## config.mk

```make
export PLATFORM = sky130hd
export DESIGN_NAME = multi_digit_7seg_scan_flat
export DESIGN_NICKNAME = d
export VERILOG_FILES = /design/src/rtl/multi_digit_7seg_scan_if.sv /design/src/rtl/multi_digit_7seg_scan.sv /design/src/flat_wrapper.sv
export SDC_FILE = /design/constraint.sdc
export NUM_CORES = 1
export LEC_CHECK = 0
export CAP_MARGIN = 25
export CORE_ASPECT_RATIO = 0.7
export CORE_MARGIN = 5
export CORE_UTILIZATION = 30
export DETAILED_ROUTE_END_ITERATION = 8
export PLACE_DENSITY_LB_ADDON = 0.25
export SYNTH_ARGS = -nofsm -noshare
export SYNTH_HDL_FRONTEND = slang
export SYNTH_HIERARCHICAL = 1
export SYNTH_SLANG_ARGS = --single-unit
```

## constraint.sdc

```tcl
create_clock -name clk -period 2.46 [get_ports clk]
set_input_delay 0.246 -clock clk [delete_from_list [all_inputs] [get_ports clk]]
set_output_delay 0.246 -clock clk [all_outputs]
set_load 0.02 [all_outputs]
```

## src/rtl/multi_digit_7seg_scan_if.sv

```systemverilog
// Host-side bundle for the multiplexed 7-segment driver: the value/strobe/mode inputs
// and the busy flag plus the active-low pin outputs.
interface multi_digit_7seg_scan_if #(
  parameter int NUM_DIGITS = 4,
  parameter int VALUE_W    = 14
);
  logic [VALUE_W-1:0]    value;
  logic                  update;
  logic                  blank_lz;
  logic                  blink;
  logic                  busy;
  logic [6:0]            seg;
  logic [NUM_DIGITS-1:0] an;

  modport master (output value, update, blank_lz, blink, input  busy, seg, an);
  modport slave  (input  value, update, blank_lz, blink, output busy, seg, an);
endinterface

```

## src/rtl/multi_digit_7seg_scan.sv

```systemverilog
// N-digit multiplexed 7-segment driver: sequential double-dabble binary->BCD, digit scan
// with leading-zero blanking, overflow dashes and a blink mode.

module dd_nibble_adj (
  input  logic [3:0] d,
  output logic [3:0] q
);
  assign q = (d >= 4'd5) ? d + 4'd3 : d;
endmodule

module multi_digit_7seg_scan #(
  parameter int NUM_DIGITS  = 4,
  parameter int VALUE_W     = 14,
  parameter int REFRESH_DIV = 100000,
  parameter int BLINK_SCANS = 64
) (
  input logic                     clk,
  input logic                     rst,
  multi_digit_7seg_scan_if.slave  bus
);
  localparam int IDX_W = (NUM_DIGITS > 1) ? $clog2(NUM_DIGITS) : 1;
  localparam int RC_W  = $clog2(REFRESH_DIV);
  localparam int BC_W  = $clog2(BLINK_SCANS + 1);
  localparam int SC_W  = $clog2(VALUE_W + 1);

  function automatic longint pow10(input int n);
    longint r = 1;
    for (int i = 0; i < n; i++) r = r * 10;
    return r;
  endfunction

  localparam logic [VALUE_W-1:0] MAX_VAL  = VALUE_W'(pow10(NUM_DIGITS) - 1);
  localparam logic [RC_W-1:0]    RC_LAST  = RC_W'(REFRESH_DIV - 1);
  localparam logic [IDX_W-1:0]   IDX_LAST = IDX_W'(NUM_DIGITS - 1);
  localparam logic [BC_W-1:0]    BC_LAST  = BC_W'(BLINK_SCANS - 1);
  localparam logic [SC_W-1:0]    SC_LAST  = SC_W'(VALUE_W - 1);

  function automatic logic [6:0] decode(input logic [3:0] d);
    case (d)
      4'd0:    decode = 7'h40;
      4'd1:    decode = 7'h79;
      4'd2:    decode = 7'h24;
      4'd3:    decode = 7'h30;
      4'd4:    decode = 7'h19;
      4'd5:    decode = 7'h12;
      4'd6:    decode = 7'h02;
      4'd7:    decode = 7'h78;
      4'd8:    decode = 7'h00;
      4'd9:    decode = 7'h10;
      default: decode = 7'h7F;
    endcase
  endfunction

  typedef enum logic [1:0] {S_IDLE, S_SHIFT, S_COMMIT} state_t;

  state_t                      state_q, state_d;
  logic [VALUE_W-1:0]          shreg;
  logic [NUM_DIGITS-1:0][3:0]  scratch, scratch_adj, bcd_q;
  logic [SC_W-1:0]             bit_cnt;
  logic                        ovf_next, ovf_q;

  logic [RC_W-1:0]             ref_cnt;
  logic [IDX_W-1:0]            idx;
  logic [BC_W-1:0]             blink_cnt;
  logic                        blink_on;
  logic                        ref_tc, scan_wrap;
  logic [NUM_DIGITS-1:0]       zero_from, sel_oh, an_d;
  logic                        zero_acc, digit_blank;
  logic [6:0]                  seg_d;

  // ---------------- conversion ----------------
  genvar g;
  for (g = 0; g < NUM_DIGITS; g++) begin : g_adj
    dd_nibble_adj u_adj (.d(scratch[g]), .q(scratch_adj[g]));
  end

  always_ff @(posedge clk) begin
    if (rst) state_q <= S_IDLE;
    else     state_q <= state_d;
  end

  always_comb begin
    state_d = state_q;
    case (state_q)
      S_IDLE:   if (bus.update)         state_d = S_SHIFT;
      S_SHIFT:  if (bit_cnt == SC_LAST) state_d = S_COMMIT;
      S_COMMIT:                         state_d = S_IDLE;
      default:                          state_d = S_IDLE;
    endcase
  end

  // Display regs only change in COMMIT, so the scan never sees a half-converted value.
  always_ff @(posedge clk) begin
    if (rst) begin
      shreg    <= '0;
      scratch  <= '0;
      bit_cnt  <= '0;
      ovf_next <= 1'b0;
      bcd_q    <= '0;
      ovf_q    <= 1'b0;
    end else begin
      case (state_q)
        S_IDLE: if (bus.update) begin
          shreg    <= bus.value;
          scratch  <= '0;
          bit_cnt  <= '0;
          ovf_next <= (bus.value > MAX_VAL);
        end
        S_SHIFT: begin
          {scratch, shreg} <= {scratch_adj, shreg} << 1;
          bit_cnt          <= bit_cnt + SC_W'(1);
        end
        S_COMMIT: begin
          bcd_q <= scratch;
          ovf_q <= ovf_next;
        end
        default: ;
      endcase
    end
  end

  assign bus.busy = (state_q != S_IDLE);

  // ---------------- scan / blink ----------------
  assign ref_tc    = (ref_cnt == RC_LAST);
  assign scan_wrap = ref_tc && (idx == IDX_LAST);

  always_ff @(posedge clk) begin
    if (rst) begin
      ref_cnt   <= '0;
      idx       <= '0;
      blink_cnt <= '0;
      blink_on  <= 1'b1;
      bus.an    <= '1;
      bus.seg   <= 7'h7F;
    end else begin
      ref_cnt <= ref_tc ? '0 : ref_cnt + RC_W'(1);
      if (ref_tc) idx <= (idx == IDX_LAST) ? '0 : idx + IDX_W'(1);
      if (!bus.blink) begin
        blink_cnt <= '0;
        blink_on  <= 1'b1;
      end else if (scan_wrap) begin
        if (blink_cnt == BC_LAST) begin
          blink_cnt <= '0;
          blink_on  <= ~blink_on;
        end else begin
          blink_cnt <= blink_cnt + BC_W'(1);
        end
      end
      bus.an  <= an_d;
      bus.seg <= seg_d;
    end
  end

  // zero_from[k]: every BCD digit from k up to the top is zero.
  always_comb begin
    zero_from = '0;
    zero_acc  = 1'b1;
    for (int k = NUM_DIGITS - 1; k >= 0; k--) begin
      zero_acc     = zero_acc & (bcd_q[k] == 4'd0);
      zero_from[k] = zero_acc;
    end
  end

  assign sel_oh      = NUM_DIGITS'(1) << idx;
  assign digit_blank = bus.blank_lz && (idx != '0) && zero_from[idx];

  always_comb begin
    an_d  = '1;
    seg_d = 7'h7F;
    if (!(bus.blink && !blink_on)) begin
      if (ovf_q) begin
        an_d  = ~sel_oh;
        seg_d = 7'h3F;
      end else if (!digit_blank) begin
        an_d  = ~sel_oh;
        seg_d = decode(bcd_q[idx]);
      end
    end
  end
endmodule
```

## src/flat_wrapper.sv

```systemverilog
// flat-port wrapper written by rule: the top's interface ports become plain ports
module multi_digit_7seg_scan_flat 
#(
  parameter int NUM_DIGITS  = 4,
  parameter int VALUE_W     = 14,
  parameter int REFRESH_DIV = 100000,
  parameter int BLINK_SCANS = 64
)
  (clk, rst, bus_value, bus_update, bus_blank_lz, bus_blink, bus_busy, bus_seg, bus_an);
  multi_digit_7seg_scan_if #(.NUM_DIGITS(NUM_DIGITS), .VALUE_W(VALUE_W)) bus_i ();
  input logic clk;
  input logic rst;
  input wire logic [$bits(bus_i.value)-1:0] bus_value;
  input wire logic [$bits(bus_i.update)-1:0] bus_update;
  input wire logic [$bits(bus_i.blank_lz)-1:0] bus_blank_lz;
  input wire logic [$bits(bus_i.blink)-1:0] bus_blink;
  output wire logic [$bits(bus_i.busy)-1:0] bus_busy;
  output wire logic [$bits(bus_i.seg)-1:0] bus_seg;
  output wire logic [$bits(bus_i.an)-1:0] bus_an;
  assign bus_i.value = bus_value;
  assign bus_i.update = bus_update;
  assign bus_i.blank_lz = bus_blank_lz;
  assign bus_i.blink = bus_blink;
  assign bus_busy = bus_i.busy;
  assign bus_seg = bus_i.seg;
  assign bus_an = bus_i.an;
  multi_digit_7seg_scan #(.NUM_DIGITS(NUM_DIGITS), .VALUE_W(VALUE_W), .REFRESH_DIV(REFRESH_DIV), .BLINK_SCANS(BLINK_SCANS)) u_core (.clk(clk), .rst(rst), .bus(bus_i));
endmodule
```

# After elaboration in Yosys (flattened, before gate mapping)
# Memory sizes are Yosys's and may differ from the RTL's.
# Index checks and enable logic that the tools add are counted.
# Widths: inputs -> output; s select.
dict set report totals {
  reg_bits 92
  latch_bits 0
  mem_bits_rw 0
  mem_bits_ro 112
  in_bits 19
  output_inout_bits 12
  elab_cells 94
  mem_count 1
}
# name depth width rd rd_clocked_by_memory_dff write_ports line
set mem_list {}
lappend mem_list {{(name not given)} 16 7 1 0 0 multi_digit_7seg_scan.sv:39} ;# case (d)
dict set report op_classes {
  addsub 8
  n_mul 0
  div 0
  n_lt_le_gt_ge 6
  eq_ne 8
  n_shift 1
  mux 23
  bitwise 6
  reduce_logical 21
}
# operator n
set op_table {}
lappend op_table {{$pmux 16 s2} 1}
lappend op_table {{$mux 4} 7}
lappend op_table {{$pmux 14 s2} 1}
lappend op_table {{$mux 7} 3}
lappend op_table {{$add 17x1->17 const B} 1}
lappend op_table {{$eq 17x17->1 const B} 1}
lappend op_table {{$ge 4x3->1 const B} 4}
lappend op_table {{$logic_not 4->1} 4}
lappend op_table {{$mux 16} 1}
lappend op_table {{$gt 14x14->1 const B} 1}
lappend op_table {{$mux 14} 1}
lappend op_table {{$add 4x2->4 const B} 3}
lappend op_table {{$bmux 4 s2} 1}
lappend op_table {{$pmux 4 s2} 1}
lappend op_table {{$reduce_and 2->1} 4}
lappend op_table {{$add 7x1->7 const B} 1}
lappend op_table {{$eq 7x6->1 const B} 1}
lappend op_table {{$mux 2} 3}
lappend op_table {{$reduce_bool 2->1} 3}
lappend op_table {{$reduce_or 2->1} 3}
lappend op_table {{$add 4x1->4 const B} 1}
lappend op_table {{$eq 2x2->1 const B} 2}
lappend op_table {{$eq 4x4->1 const B} 1}
lappend op_table {{$logic_and 1x1->1} 4}
lappend op_table {{other kinds (17)} 20}

# Longest topological paths before layout
# Gate-level depths: netlist of the first run.
dict set report logic_depth {
  depth_word 9
  mapped_depth 8
  mapped_depth_nobuf 7
}

# Cells and area by module
# The synthesis of the first run kept the hierarchy.
# module n_inst cells_each area_per_inst_um2
set modules_own_cells {}
lappend modules_own_cells {multi_digit_7seg_scan 1 442 4005.1}
lappend modules_own_cells {dd_nibble_adj 4 16 101.3}

# Worst setup path after synthesis of the first run
# No wires, ideal clock.
dict set report synth_timing {
  path_type {flip-flop to flip-flop}
  from {register u_core.idx[0]}
  to {register u_core.bus.seg[5]}
  setup_ps 139
  arrival_time_ps 1810
  required_time_ps 2321
  setup_slack_ps 511
  stages_incl_launch_ff 9
  path_cell_list {dfxtp_1 buf_6 mux4_1 inv_1 ha_1 inv_1 mux2_2 o22ai_1 nand3_1}
}
dict set report synth_between {
  elab_chain_len 4
}
# element line
set synth_lines {}
lappend synth_lines {{from (decl)} multi_digit_7seg_scan.sv:63} ;# logic [IDX_W-1:0] idx;
lappend synth_lines {{from (signal assigned)} multi_digit_7seg_scan.sv:138} ;# if (ref_tc) idx <= (idx == IDX_LAST) ? '0 : idx + IDX_W'(1);
lappend synth_lines {{branches (longest 4 deep; another with $mem_v2 16x7)} --}
lappend synth_lines {{to (signal assigned)} multi_digit_7seg_scan.sv:151} ;# bus.seg <= seg_d;
lappend synth_lines {{to (decl)} multi_digit_7seg_scan_if.sv:16} ;# modport slave (input value, update, blank_lz, blink, output busy, seg, an);
# Parallel ways; which one is timed is not known. The select of a mux whose other input is x is not followed.
# A chain may end at the register's enable or synchronous reset.

# Worst setup path in the final report of the first run
dict set report layout_timing {
  from {register u_core.ref_cnt[0]}
  to {register u_core.blink_cnt[2]}
}
dict set report layout_between {
  elab_chain_len 2
}
# element line
set layout_lines {}
lappend layout_lines {{from (decl)} multi_digit_7seg_scan.sv:62} ;# logic [RC_W-1:0] ref_cnt;
lappend layout_lines {{from (signal assigned)} multi_digit_7seg_scan.sv:137} ;# ref_cnt <= ref_tc ? '0 : ref_cnt + RC_W'(1);
lappend layout_lines {{$eq 17x17->1} multi_digit_7seg_scan.sv:125} ;# assign ref_tc = (ref_cnt == RC_LAST);
lappend layout_lines {{$logic_and 1x1->1} multi_digit_7seg_scan.sv:126} ;# assign scan_wrap = ref_tc && (idx == IDX_LAST);
lappend layout_lines {{to (signal assigned)} multi_digit_7seg_scan.sv:147} ;# blink_cnt <= blink_cnt + BC_W'(1);
lappend layout_lines {{to (decl)} multi_digit_7seg_scan.sv:64} ;# logic [BC_W-1:0] blink_cnt;
# No other way between the ends.

==> out/metrics.csv, run 1 <==
stage,metric,value,unit
status,status,"finished, final reports clean",
clock_network,Post-CTS Setup Repair Bufs,0,
worst_setup_path,"reg-to-reg slack, setup",0.46,ns
floorplan,IO Count,31,
flow_run,number of max-cap violations,0,
worst_setup_path,worst path arrival time,2.28,ns
grt,largest net degree at the start of global routing,27,
floorplan,initial core utilization,30.2,%
timing,RSZ-0062 raised after global routing,no,
layout,"commonest non-fill, non-tap cell in the layout",dfxtp_1,
logic_synthesis,Syn. warnings,6,
floorplan,Chip Width,155,um
pwr,maximum vdd drop,0.376,mV
worst_setup_path,worst-path fanout max,6,
drt,Iter 0 DRT Violations,152,
clock_network,clk_lat worst skew,0.34,ns
clock_network,clock buffer depth,2,
worst_hold_path,Hold Crit Depth,2,
timing,# setup viols final,0,
timing,"Hold Violations, Final",0,
pwr,clock share of power,45.7,%
clock_network,clock root buffer,clkbuf_16,
timing,fin. max-slew vios,0,
drt,Pre-Repair DR Iteration Count,4,
layout,Layout Cells excl Fill,731,
place,Port Buffers,30,
timing,part of the cycle the worst path needs,81.5,%
grt,first-pass GRT wire length,16600,um
drt,Routed WL,9580,um
drt,vias per cell,4.84,
pwr,Pint,2.50,mW
pwr,Tot Pwr,3.22,mW
floorplan,Die Y,111,um
place,pre-CTS setup slack,0.456,ns
clock_network,Hold Buf Count CTS,0,
place,GP Congestion,0.803,
logic_synthesis,Syn Inst Count,502,
floorplan,die area,17200,sq um
worst_setup_path,reg2reg end,u_core/blink_cnt[2]$_SDFFE_PP0P_,
timing,Peak Freq,499,MHz
place,Placed Cells,715,
worst_setup_path,r2r worst-path depth,5,
worst_hold_path,hold crit path type,register to register,
layout,diodes inserted,0,
layout,most frequent cells in the layout,"dfxtp_1 (92), nand2_1 (70), nor2_1 (44)",
pwr,Psw,718,uW
worst_setup_path,Setup crit end kind,register,
clock_network,CTS tree,done,
clock_network,clk slew on worst S/H paths,0.07,ns
floorplan,# rows,37,
worst_hold_path,WHS Endpoint,u_core/blink_cnt[6]$_SDFFE_PP0P_,
worst_setup_path,FF-to-FF Start,u_core/ref_cnt[0]$_SDFF_PP0_,
worst_setup_path,Crit Path Category,register to register,
timing,min cycle time layout,2.00,ns
grt,vias in the first global route,3455,
worst_setup_path,crit start category,register,
worst_setup_path,critical path required time,2.73,ns
grt,gr ovfl total,0,
timing,Slew HR,58.2,%
pwr,combinational power share,6.2,%
drt,DR DRC count,0,
pwr,Flop pwr share,48.1,%
drt,Wirelength per Cell,13.1,um
layout,filler instances,1513,
layout,NumNets Final,573,
drt,vias,3539,
worst_hold_path,Worst Hold Launch,u_core/blink_cnt[6]$_SDFFE_PP0P_,
clock_network,CTS Buf Count,9,
timing,worst hold margin,0.450,ns
pwr,cell area power density,616,nW/um^2
clock_network,H-tree levels,3,
grt,Total GRT Usage,11.5,%
grt,initial antenna violation count,0,
pwr,Leak,1.96,nW
timing,Clock Skews,0.00673,ns
timing,TNS Setup,0,ns
logic_synthesis,Syn Area/Cell,8.75,sq um
layout,area grow syn2layout,19.0,%
logic_synthesis,syn nets,543,
layout,layout cells sized above 1,8.58,%
timing,final worst setup slack,0.456,ns
clock_network,PostCTS Resize Cnt,0,
clock_network,clock sinks,92,
pwr,Switching Share,22.3,%
place,final HPWL from detailed placement,7010,um
floorplan,Core Box Area,14500,sq um
drt,Final ANT Viol Nets,0,
timing,worst slew pin tran,0.627,ns
logic_synthesis,"Cell Area, Synth",4390,sq um
-- sequential cells by signal, summed over array words and instances, names as in the netlist --
register          cells
u_core/blink_cnt      7
u_core/bus.seg        7
u_core/blink_on       1
u_core/bcd_q         16
u_core/bus.an         4
u_core/scratch       16
u_core/bit_cnt        4
u_core/ref_cnt       17
u_core/shreg         14
u_core/ovf_next       1
u_core/state_q        2
u_core/idx            2
u_core/ovf_q          1
-- worst max-delay path, stage by stage (launching register included) --
cell and delay (ns):
dfxtp_1 0.40, ha_1 0.25, or4b_1 0.50, nor4_4 0.32
and4_1 0.29, mux2i_1 0.18
-- per-stage QoR --
stage	util, %	instance area, sq um
floorplan	-	4390
finish	35.9	5220
global placement	33.7	4900
CTS	35.9	5220
global route	35.9	5220
detailed placement	33.7	4900
-- worst max-delay path by stage --
stage | startpoint | to | cells past startpoint
after global placement | u_core/ref_cnt[0]$_SDFF_PP0_ | u_core/blink_cnt[2]$_SDFFE_PP0P_ | 5
after CTS | u_core/ref_cnt[0]$_SDFF_PP0_ | u_core/blink_cnt[2]$_SDFFE_PP0P_ | 5
after global routing | u_core/ref_cnt[0]$_SDFF_PP0_ | u_core/blink_cnt[5]$_SDFFE_PP0P_ | 6
final | u_core/ref_cnt[0]$_SDFF_PP0_ | u_core/blink_cnt[2]$_SDFFE_PP0P_ | 5
after floorplan | u_core/idx[0]$_SDFFE_PP0N_ | u_core/bus.seg[5]$_SDFF_PP1_ | 8
after detailed placement | u_core/ref_cnt[0]$_SDFF_PP0_ | u_core/blink_cnt[2]$_SDFFE_PP0P_ | 5
-- cell type report --
type,instances,area [sq um],area share (%)
multi-input cells,366,2350,45.0
flip-flops and latches,92,1840,35.3
repair buffers,43,398,7.62
well taps,195,244,4.67
clock buffers,9,225,4.31
clock inverters,6,90.1,1.72
inverters,20,75.1,1.44
-- per-layer routing --
layer / vias to the layer above / share of wire (%) / GRT usage, %
li1: 1828 / - / -
met1: 1639 / 53 / 16.5
met2: 64 / 42 / 16.9
met3: 8 / 4.1 / 3.51
met4: 0 / 0.76 / 2.47
met5: - / 0 / 0
-- power groups by stage --
stage / Sequential, mW / Combinational, mW / Clock [mW]
finish: 1.55 / 0.199 / 1.47
global route: 1.55 / 0.225 / 1.56
CTS: 1.55 / 0.200 / 1.51
detailed placement: 1.58 / 0.199 / 0
global placement: 1.58 / 0.198 / 0
floorplan: 1.58 / 0.105 / 0
Power figures use the tool's default switching activity.
==> inputs of run 2 (changes only) <==
==> constraint.sdc (replaced) <==
create_clock -name clk -period 2.1 [get_ports clk]
set_input_delay 0.21 -clock clk [delete_from_list [all_inputs] [get_ports clk]]
set_output_delay 0.21 -clock clk [all_outputs]
set_load 0.02 [all_outputs]
==> run 2 against run 1 <==
Effect of this change: setup slack got worse by 0.28 ns; non-clock buffer count up 7; die area unchanged; sequential share of layout area decreased by 0.10 points; clock power barely moved; combinational power increased by 22%; critical endpoint is now u_core/bus.seg[3]$_SDFF_PP1_.
==> out/metrics.csv, run 2 (synthesized netlist as in run 1, its figures left out) <==
stage,metric,value,unit
layout,layout cells sized above 1,10.1,%
clock_network,clk slew on worst S/H paths,0.07,ns
clock_network,clock root buffer,clkbuf_16,
drt,vias,3610,
clock_network,H-tree levels,3,
worst_setup_path,reg2reg end,u_core/bus.seg[3]$_SDFF_PP1_,
clock_network,Hold Buf Count CTS,0,
worst_hold_path,hold crit path type,primary input to register,
worst_setup_path,"reg-to-reg slack, setup",0.18,ns
timing,RSZ-0062 raised after global routing,no,
grt,first-pass GRT wire length,16500,um
worst_setup_path,critical path required time,2.31,ns
drt,Pre-Repair DR Iteration Count,5,
timing,Clock Skews,0.00788,ns
worst_setup_path,Crit path depth,5,
status,status,"finished, final reports clean",
timing,fin. max-slew vios,0,
floorplan,Chip Width,155,um
worst_setup_path,Worst Setup EP,u_core/bus.seg[3]$_SDFF_PP1_,
grt,Total GRT Usage,11.4,%
drt,vias per cell,4.88,
pwr,Leak,1.97,nW
timing,worst slew pin tran,0.641,ns
grt,largest net degree at the start of global routing,26,
floorplan,IO Count,31,
grt,gr ovfl total,0,
flow_run,number of max-cap violations,0,
layout,most frequent cells in the layout,"dfxtp_1 (92), nand2_1 (70), nor2_1 (44)",
worst_setup_path,crit start category,register,
timing,worst hold margin,0.414,ns
layout,area grow syn2layout,19.3,%
worst_setup_path,max incr delay on CP,0.62,ns
timing,"Hold Violations, Final",0,
clock_network,CTS Buf Count,9,
drt,Iter 0 DRT Violations,341,
place,GP Congestion,0.804,
floorplan,initial core utilization,30.2,%
timing,min cycle time layout,1.92,ns
drt,Routed WL,9600,um
floorplan,Die Y,111,um
timing,Peak Freq,520,MHz
timing,# setup viols final,0,
layout,diodes inserted,0,
worst_setup_path,CP max-delay cell,mux4_2,
floorplan,Core Box Area,14500,sq um
timing,Slew HR,57.3,%
drt,Wirelength per Cell,13.0,um
layout,"commonest non-fill, non-tap cell in the layout",dfxtp_1,
place,Port Buffers,30,
clock_network,clk_lat worst skew,0.34,ns
layout,NumNets Final,580,
clock_network,Post-CTS Setup Repair Bufs,0,
layout,register bank with the most flops,u_core/ref_cnt,
pwr,maximum vdd drop,0.408,mV
worst_setup_path,"Largest delay share family, worst path",multiplexers,
clock_network,clock sinks,92,
worst_setup_path,worst path cell trace,buf_4 > mux4_2 > mux2_4 > o2bb2ai_1 > nand3_1,
grt,initial antenna violation count,0,
clock_network,clock buffer depth,2,
clock_network,CTS tree,done,
worst_setup_path,critical path buffer and inverter count,1,
worst_setup_path,FF-to-FF Start,u_core/idx[0]$_SDFFE_PP0N_,
worst_setup_path,r2r worst-path depth,5,
layout,biggest regs,"u_core/ref_cnt x17, u_core/bcd_q x16, u_core/scratch x16",
place,final HPWL from detailed placement,7020,um
floorplan,# rows,37,
drt,Final ANT Viol Nets,0,
layout,Largest register FFs,17,
timing,part of the cycle the worst path needs,91.5,%
pwr,cell area power density,674,nW/um^2
floorplan,die area,17200,sq um
worst_setup_path,worst path arrival time,2.13,ns
timing,TNS Setup,0,ns
worst_setup_path,Crit Path Category,register to register,
grt,vias in the first global route,3395,
worst_setup_path,worst-path fanout max,10,
drt,DR DRC count,0,
worst_setup_path,Setup crit end kind,register,
worst_setup_path,crit path from,u_core/idx[0]$_SDFFE_PP0N_,
run 2: changes by cell type in the layout (fill, tap and decap cells not counted), sizes merged:
cell      before  now
bufinv         2    0
clkinv         3    5
buf           13   20
clkinvlp       1    2
run 2: how the worst min path moves through the flow:
stage,start,to,slack (ns),cells after the start
floorplan,bus_value[0],u_core/shreg[0]$_SDFFE_PP0P_,0.35,2
global placement,u_core/blink_cnt[6]$_SDFFE_PP0P_,u_core/blink_cnt[6]$_SDFFE_PP0P_,0.43,2
detailed placement,u_core/blink_cnt[6]$_SDFFE_PP0P_,u_core/blink_cnt[6]$_SDFFE_PP0P_,0.43,2
CTS,bus_value[0],u_core/shreg[0]$_SDFFE_PP0P_,0.40,3
global route,bus_value[0],u_core/shreg[0]$_SDFFE_PP0P_,0.42,3
finish,bus_value[0],u_core/shreg[0]$_SDFFE_PP0P_,0.41,3
run 2: stage by stage:
| step | cells | setup WS [ns] | util [%] | total power [mW] | instance area, sq um |
|---|---|---|---|---|---|
| 4_1_cts | 737 | 0.0961 | 36.0 | 3.58 | 5230 |
| 3_5_place_dp | 721 | 0.00274 | 34.1 | 2.09 | 4960 |
| 2_1_floorplan | 502 | 0.151 | - | 1.98 | 4390 |
| 6_report | 739 | 0.178 | 36.0 | 3.53 | 5240 |
| 3_3_place_gp | 721 | 0.0295 | 34.1 | 2.09 | 4960 |
| 5_1_grt | 739 | 0.0284 | 36.0 | 3.69 | 5240 |
run 2: report_power, final:
part | switching (mW) | leakage (nW) | internal [mW]
combinational | 0.132 | 1.09 | 0.111
sequential | 0.0248 | 0.748 | 1.79
clock | 0.682 | 0.131 | 0.795
run 2: layout make-up:
class	count	area, sq um
clock buffers	9	225
clock inverters	7	43.8
fillers	1526	9300
inverters	20	75.1
multi-input cells	366	2350
flip-flops and latches	92	1840
well taps	195	244
repair buffers	50	463
run 2: metal layers:
metal	vias to the layer above	part of all wire, %	track usage, %	wire [um]
li1	1838	-	-	-
met1	1712	54	16.6	5150
met2	58	42	16.0	4050
met3	2	3.8	3.67	361
met4	0	0.35	3.24	34
met5	-	0	0	0
run 2: repair_timing:
item                                   4_1_cts  5_1_grt
setup endpoints to repair                    0        3
endpoints found under the hold margin        0        0
resized for setup                            0        1
run 2: tightest hold or removal path: stages:
cell	delay [ns]
clkdlybuf4s50_1	0.39
nand2_1	0.06
a21oi_1	0.05
